## src/rtl/mc_request_queue.sv

```systemverilog
// In-order request queue between the trace parser and the DRAM scheduler; the head is
// released once the cycle counter reaches its timestamp. Optional stats via MC_QUEUE_STATS_EN.
module mc_request_queue #(
  parameter int ADDR_WIDTH  = 36,
  parameter int MEMOP_WIDTH = 2,
  parameter int TIME_WIDTH  = 32,
  parameter int IN_BUFF_CT  = 16
) (
  input  logic                          clk,
  input  logic                          rst,
  input  logic                          in_valid,
  output logic                          in_ready,
  input  logic [TIME_WIDTH-1:0]         in_time,
  input  logic [MEMOP_WIDTH-1:0]        in_op,
  input  logic [ADDR_WIDTH-1:0]         in_addr,
  output logic                          out_valid,
  input  logic                          out_ready,
  output logic [MEMOP_WIDTH-1:0]        out_op,
  output logic [ADDR_WIDTH-1:0]         out_addr,
  output logic [TIME_WIDTH-1:0]         out_time,
  output logic [TIME_WIDTH-1:0]         cycle_cnt,
  output logic [$clog2(IN_BUFF_CT):0]   occupancy,
  output logic                          err_op,
  output logic                          err_order
`ifdef MC_QUEUE_STATS_EN
  ,
  output logic [$clog2(IN_BUFF_CT):0]   stat_max_occ,
  output logic [31:0]                   stat_stall_cycles
`endif
);

  localparam int PTR_W = $clog2(IN_BUFF_CT);
  localparam logic [PTR_W:0] DEPTH = (PTR_W + 1)'(IN_BUFF_CT);
  localparam logic [MEMOP_WIDTH-1:0] OP_ILLEGAL = MEMOP_WIDTH'(3);

  typedef enum logic [1:0] {Q_EMPTY, Q_HOLD, Q_READY} q_state_t;

  logic [TIME_WIDTH-1:0]  mem_time [IN_BUFF_CT];
  logic [MEMOP_WIDTH-1:0] mem_op   [IN_BUFF_CT];
  logic [ADDR_WIDTH-1:0]  mem_addr [IN_BUFF_CT];

  logic [PTR_W-1:0]      wr_ptr, rd_ptr;
  logic [PTR_W:0]        count, count_next;
  logic [TIME_WIDTH-1:0] last_time;
  q_state_t              q_state;
  logic                  push, store, pop;

  assign in_ready  = (count < DEPTH);
  assign occupancy = count;
  assign push      = in_valid & in_ready;
  assign store     = push & (in_op != OP_ILLEGAL);
  assign pop       = out_valid & out_ready;

  // Head decode: an entry waits in HOLD until the counter catches up with its timestamp.
  always_comb begin
    q_state  = Q_EMPTY;
    out_op   = '0;
    out_addr = '0;
    out_time = '0;
    if (count != '0) begin
      out_op   = mem_op[rd_ptr];
      out_addr = mem_addr[rd_ptr];
      out_time = mem_time[rd_ptr];
      q_state  = (mem_time[rd_ptr] <= cycle_cnt) ? Q_READY : Q_HOLD;
    end
  end

  assign out_valid = (q_state == Q_READY) & ~rst;

  always_comb begin
    count_next = count;
    case ({store, pop})
      2'b10:   count_next = count + 1'b1;
      2'b01:   count_next = count - 1'b1;
      default: count_next = count;
    endcase
  end

  always_ff @(posedge clk) begin
    if (rst) begin
      cycle_cnt <= '0;
      count     <= '0;
      wr_ptr    <= '0;
      rd_ptr    <= '0;
      last_time <= '0;
      err_op    <= 1'b0;
      err_order <= 1'b0;
    end else begin
      if (cycle_cnt != '1) cycle_cnt <= cycle_cnt + 1'b1;
      count     <= count_next;
      err_op    <= push & (in_op == OP_ILLEGAL);
      err_order <= store & (in_time < last_time);
      if (store) begin
        wr_ptr    <= wr_ptr + 1'b1;
        last_time <= in_time;
      end
      if (pop) rd_ptr <= rd_ptr + 1'b1;
    end
  end

  // Storage needs no reset: entries are only read while counted as occupied.
  always_ff @(posedge clk) begin
    if (!rst && store) begin
      mem_time[wr_ptr] <= in_time;
      mem_op[wr_ptr]   <= in_op;
      mem_addr[wr_ptr] <= in_addr;
    end
  end

`ifdef MC_QUEUE_STATS_EN
  always_ff @(posedge clk) begin
    if (rst) begin
      stat_max_occ      <= '0;
      stat_stall_cycles <= '0;
    end else begin
      if (count_next > stat_max_occ) stat_max_occ <= count_next;
      if (in_valid && !in_ready && stat_stall_cycles != '1)
        stat_stall_cycles <= stat_stall_cycles + 1'b1;
    end
  end
`endif

endmodule

```

## config.mk

```make
export PLATFORM = sky130hd
export DESIGN_NAME = mc_request_queue
export DESIGN_NICKNAME = d
export VERILOG_FILES = /design/src/rtl/mc_request_queue.sv
export SDC_FILE = /design/constraint.sdc
export NUM_CORES = 1
export LEC_CHECK = 0
export CAP_MARGIN = 20
export CORE_UTILIZATION = 55
export CTS_CLUSTER_SIZE = 8
export DETAILED_ROUTE_END_ITERATION = 10
export PLACE_DENSITY = 0.76
export SLEW_MARGIN = 20
export SYNTH_ARGS = -nofsm -noshare
export SYNTH_HDL_FRONTEND = slang
export SYNTH_SLANG_ARGS = --single-unit
```

## constraint.sdc

```tcl
create_clock -name clk -period 7.29 [get_ports clk]
set_input_delay 0.729 -clock clk [delete_from_list [all_inputs] [get_ports clk]]
set_output_delay 0.729 -clock clk [all_outputs]
set_load 0.02 [all_outputs]
```

Word level (Yosys, flattened, before mapping)
Memory sizes are Yosys's and may differ from the RTL's. A register that Yosys moved wholly into a read port is not among the register bits.
Index checks and enable logic that the tools add are counted.
{"block": "totals", "reg_bits": 79, "ramBits": 1120, "inputBits": 74, "output_inout_bits": 111, "word_cells": 49, "mem_count": 3}
{"block": "classes", "n_addsub": 5, "n_lt_le_gt_ge": 3, "n_eq_ne": 6, "muxes": 14, "bitwise": 7, "n_reduce_logical": 4}
{"name": "mem_addr", "words": 16, "word_bits": 36, "read_ports": 1, "rd_clocked_by_memory_dff": 1, "write_ports": 1, "line_no": "40", "text": "logic [ADDR_WIDTH-1:0] mem_addr [IN_BUFF_CT];"}
{"name": "mem_time", "words": 16, "word_bits": 32, "read_ports": 1, "rd_clocked_by_memory_dff": 1, "write_ports": 1, "line_no": "38", "text": "logic [TIME_WIDTH-1:0] mem_time [IN_BUFF_CT];"}
{"name": "mem_op", "words": 16, "word_bits": 2, "read_ports": 1, "rd_clocked_by_memory_dff": 1, "write_ports": 1, "line_no": "39", "text": "logic [MEMOP_WIDTH-1:0] mem_op [IN_BUFF_CT];"}
{"cell": "two-way mux 36 bit", "n": 1}
{"cell": "adder 32 x 1 -> 32 bit (second input constant)", "n": 1}
{"cell": "<= comparator 32 bit", "n": 1}
{"cell": "less-than comparator 32 bit", "n": 1}
{"cell": "two-way mux 32 bit", "n": 1}
{"cell": "inequality test 32 bit (second input constant)", "n": 1}
{"cell": "two-way mux 4 bit", "n": 6}
{"cell": "one-hot mux 5 bit (2 select lines)", "n": 1}
{"cell": "adder 4 x 1 -> 4 bit (second input constant)", "n": 2}
{"cell": "bitwise AND 1 bit", "n": 6}
{"cell": "equality test 2 bit (second input constant)", "n": 3}
{"cell": "two-way mux 2 bit", "n": 3}
{"cell": "adder 5 x 1 -> 5 bit (second input constant)", "n": 1}
{"cell": "less-than comparator 5 bit (second input constant)", "n": 1}
{"cell": "nonzero test 5 bit", "n": 1}
{"cell": "subtractor 5 x 1 -> 5 bit (second input constant)", "n": 1}
{"cell": "equality test 2 x 1 -> 1 bit (second input constant)", "n": 1}
{"cell": "two-way mux 1 bit", "n": 2}
{"cell": "inequality test 2 bit (second input constant)", "n": 1}
{"cell": "nonzero test 2 bit", "n": 1}
{"cell": "logical AND 1 bit", "n": 1}
{"cell": "zero test 1 bit", "n": 1}
{"cell": "NOT 1 bit", "n": 1}

Longest topological paths before layout
{"block": "depth", "ltp_word": 8, "depth_mapped": 21, "mapped_depth_nobuf": 18}

Worst setup path after synthesis
Ideal clock, no wire load.
{"block": "synth_path", "kind": "input to register", "from": "input port in_valid", "to": "memory mem_addr[2][0] (enable)", "setup_time_ns": 0.584, "arrival_ns": 6.261, "t_required_ns": 6.706, "slack_ns": 0.445, "stages": 6, "n_path_buf": 0, "path_cell_list": "nand2_1 > a21oi_2 > inv_2 > nor2_1 > nand2_1 > nor3_1"}
{"block": "synth_via", "elab_chain_len": 5}
{"item": "from (decl)", "line_no": "11", "text": "input logic in_valid,"}
{"item": "bitwise AND 1 bit", "line_no": "50", "text": "assign push = in_valid & in_ready;"}
{"item": "bitwise AND 1 bit", "line_no": "51", "text": "assign store = push & (in_op != OP_ILLEGAL);"}
{"item": "logical AND 1 bit", "line_no": "103", "text": "if (!rst && store) begin"}
{"item": "two-way mux 1 bit", "line_no": "103"}
{"item": "two-way mux 1 bit (not written as such)", "line_no": "106", "text": "mem_addr[wr_ptr] <= in_addr;"}
{"item": "to (decl)", "line_no": "40"}
Every way passes these cells.

==> impl_metrics.ini <==
[run_status]
outcome = finished clean

[synthesis]
synth_edf_count = 1120
syn-num-nets = 2415
seq_area_frac_synth = 0.7445
async_flop_share = 0
yosys.cell_types.count = 45
synth_flop_cell = edfxtp_1
ys_ff_latch = 1203
synth_cells = 2267
syn_avg_cell_area_sq_um = 20.91
syn_area_sq_um = 47410
yosys_warnings = 0

[die]
dieArea_sq_um = 87370
pin_count = 185
die_width_um = 295.6
num_rows = 107
dieHeight_um = 295.6
core_sq_um = 85280
initial_core_util = 0.5559

[power_and_ir_drop]
p_clk_frac = 0.457
p_switching_w = 0.003272
p_per_area_nw_per_um2 = 277.7
cellLeakagePower_nw = 17.22
comb_power_share = 0.050
p_int_w = 0.01221
p_sw_frac = 0.2114
p_seq_frac = 0.493
ir_worst_vdd_mv = 0.2573

[global_routing]
overflow = 0
antenna_found_initial = 11
grt_max_degree = 74
grtUsageTotal = 0.2659
grt_pass1_wl_um = 165200
grt_pass1_vias = 25220

[min_path]
hold_path_class = primary input to flip-flop
whs_path_depth = 2
hp-start = rst
hold_end = cycle_cnt[17]$_SDFFE_PP0P_

[routing]
vias_per_cell = 6.283
vias = 23960
drc = 0
first_pass_iters = 7
routed_wl_um = 112600
ant_nets = 0
drt-initial-drc-count = 2647
wire_per_inst_um = 29.53

[cts]
cts.sinks = 1203
cts_hold_buf = 0
clk_pin_slew_ns = 0.05
clk_latency_ns = 0.74
cts_setup_buffers = 0
htreeDepth = 4
numCtsBuffers = 168
cts_tree = done
cts_max_path_buffers = 3
root_buffer = clkbuf_16
ctsResizeCount = 0

[worst_setup_path]
r2r_setup_slack_ns = 1.51
reg2reg_to = occupancy[4]$_SDFFE_PP0P_
max_stage_delay_ns = 0.80
critical_path_required_ns = 6.56
cp.buffers_inverters = 3
path_delay_family = buffers and inverters
path_cells = buf_12 > buf_12 > mux4_2 > mux4_2 > ha_1 > nand4_1 > or2_2 > nor4b_1 > a31oi_1 > nor4_1 > clkdlybuf4s50_1
cp-end-kind = primary output
worst-r2r-cell-count = 19
cp-start-kind = flip-flop
critPathSlowestCell = dfxtp_4
cp_max_fo = 50
path_class = flip-flop to primary output
cp.arrival_ns = 5.62
crit_cells = 11

[final_layout]
drive_above_1_share = 0.2346
nets = 2723
synthToLayoutAreaGrowth_pct = 17.59

[timing]
post-route-period-util = 0.8703
hold_violations = 0
rsz0062_at_grt = false
slew_violations = 0
fin_ws_ns = 0.9458
setup_viol = 0
max_slew_margin = 0.3025
setup_tns_ns = 0
skew_ns = 0.02434
clock.fmax_ghz = 0.1576
worst_pin_slew_ns = 1.041
min_period_ns = 6.344

[placement]
pre_cts_slack_ns = 1.506
dp_hpwl_um = 59680
portBuffers = 184
place_congestion = 0.8462

[flow_run]
max-cap-violations = 0
==> synth_stat cells (2+ instances only) <==
library cell	number	area, sq um
nor2b_1	72	450.4
nand2b_1	8	50.05
mux2i_1	6	60.06
nor3_1	23	115.1
o21ai_0	11	55.05
buf_2	31	155.2
a31oi_1	3	18.77
xnor2_1	28	245.2
xor2_1	6	52.55
nor3_2	2	20.02
nand4_1	16	100.1
a221oi_1	2	17.52
nor4_4	2	42.54
mux4_2	350	7883
a21oi_1	62	310.3
clkbuf_1	62	232.7
or4_1	3	22.52
nand3_1	13	65.06
nor4_1	6	37.54
ha_1	73	913.4
nand2_1	92	345.3
nor2_1	68	255.2
edfxtp_1	1120	33630
inv_1	71	266.5
buf_1	11	41.29
or3_1	8	50.05
a2111o_1	2	22.52
o211ai_1	3	22.52
dfxtp_1	83	1662
and4_1	2	17.52
a21o_1	14	105.1
==> worst max-delay path by stage <==
stage,slack [ns],to
floorplan,0.44,mem_addr[2][0]$_DFFE_PP_
global placement,1.53,occupancy[4]$_SDFFE_PP0P_
detailed placement,1.51,occupancy[4]$_SDFFE_PP0P_
CTS,0.84,out_valid
global route,0.70,out_valid
finish,0.95,out_valid
==> cell usage in the layout (no fill, tap or decap), types with 62 or more instances in the layout <==
cell type / instances
a21oi_1: 62
mux4_2: 350
clkbuf_16: 171
clkdlybuf4s50_1: 183
ha_1: 73
clkbuf_1: 75
nand2_1: 92
dfxtp_1: 79
nor2b_1: 72
inv_1: 71
edfxtp_1: 1120
==> layout make-up <==
cell class                      instances  area, sq um
Antenna cell                            5        12.51
Clock buffer                          247         4574
Clock inverter                         12        214.0
Fill cell                            5408        29530
Inverter                               72        270.3
Multi-Input combinational cell        888        11540
Sequential cell                      1203        35310
Tap cell                             1144         1431
Timing Repair Buffer                  242         2397
==> state kept, by name, indices dropped and copies added (netlist names), named ones only <==
| name | count |
|---|---|
| mem_addr | 576 |
| mem_time | 512 |
| cycle_cnt | 32 |
| last_time | 32 |
| mem_op | 32 |
| occupancy | 5 |
| rd_ptr | 4 |
| wr_ptr | 4 |
| err_op | 1 |
| err_order | 1 |
==> metrics by stage <==
stage	total power [W]	hold WS, ns	instance area, sq um	std cells	util
floorplan	0.008142	0.4280	47410	2267	-
global placement	0.008503	0.4329	50950	3549	0.5974
global route	0.01589	0.1868	55740	3812	0.6536
CTS	0.01556	0.1629	55730	3808	0.6535
finish	0.01548	0.1990	55750	3813	0.6537
detailed placement	0.008526	0.4461	50950	3549	0.5974
==> power groups by stage <==
stage	combinational [W]	sequential, W	clock [W]
3_3_place_gp	0.000746	0.00776	0
6_report	0.000769	0.00763	0.00708
5_1_grt	0.000822	0.00763	0.00744
2_1_floorplan	0.000380	0.00776	0
3_5_place_dp	0.000765	0.00776	0
4_1_cts	0.000774	0.00763	0.00715
==> layer usage <==
| metal | part of all wire | vias up | track usage | routed length (um) |
|---|---|---|---|---|
| met4 | 0.025 | 10 | 0.09276 | 2820 |
| met3 | 0.091 | 209 | 0.05360 | 10240 |
| li1 | - | 9888 | - | - |
| met5 | 0.00059 | - | 0 | 66 |
| met1 | 0.38 | 12450 | 0.3555 | 42740 |
| met2 | 0.50 | 1402 | 0.4397 | 56720 |
==> cells by family after synthesis <==
logic type / Yosys count / share of synthesized area
and+or+nand+nor: 321 / 0.03455
DFF: 1203 / 0.7445
muxes: 356 / 0.1675
xor gates and xnor gates: 34 / 0.006282
AOI/OAI and AO/OA: 103 / 0.01267
buffers and inverters: 176 / 0.01475
adders and majority gates: 74 / 0.01969
Power figures use the tool's default switching activity.
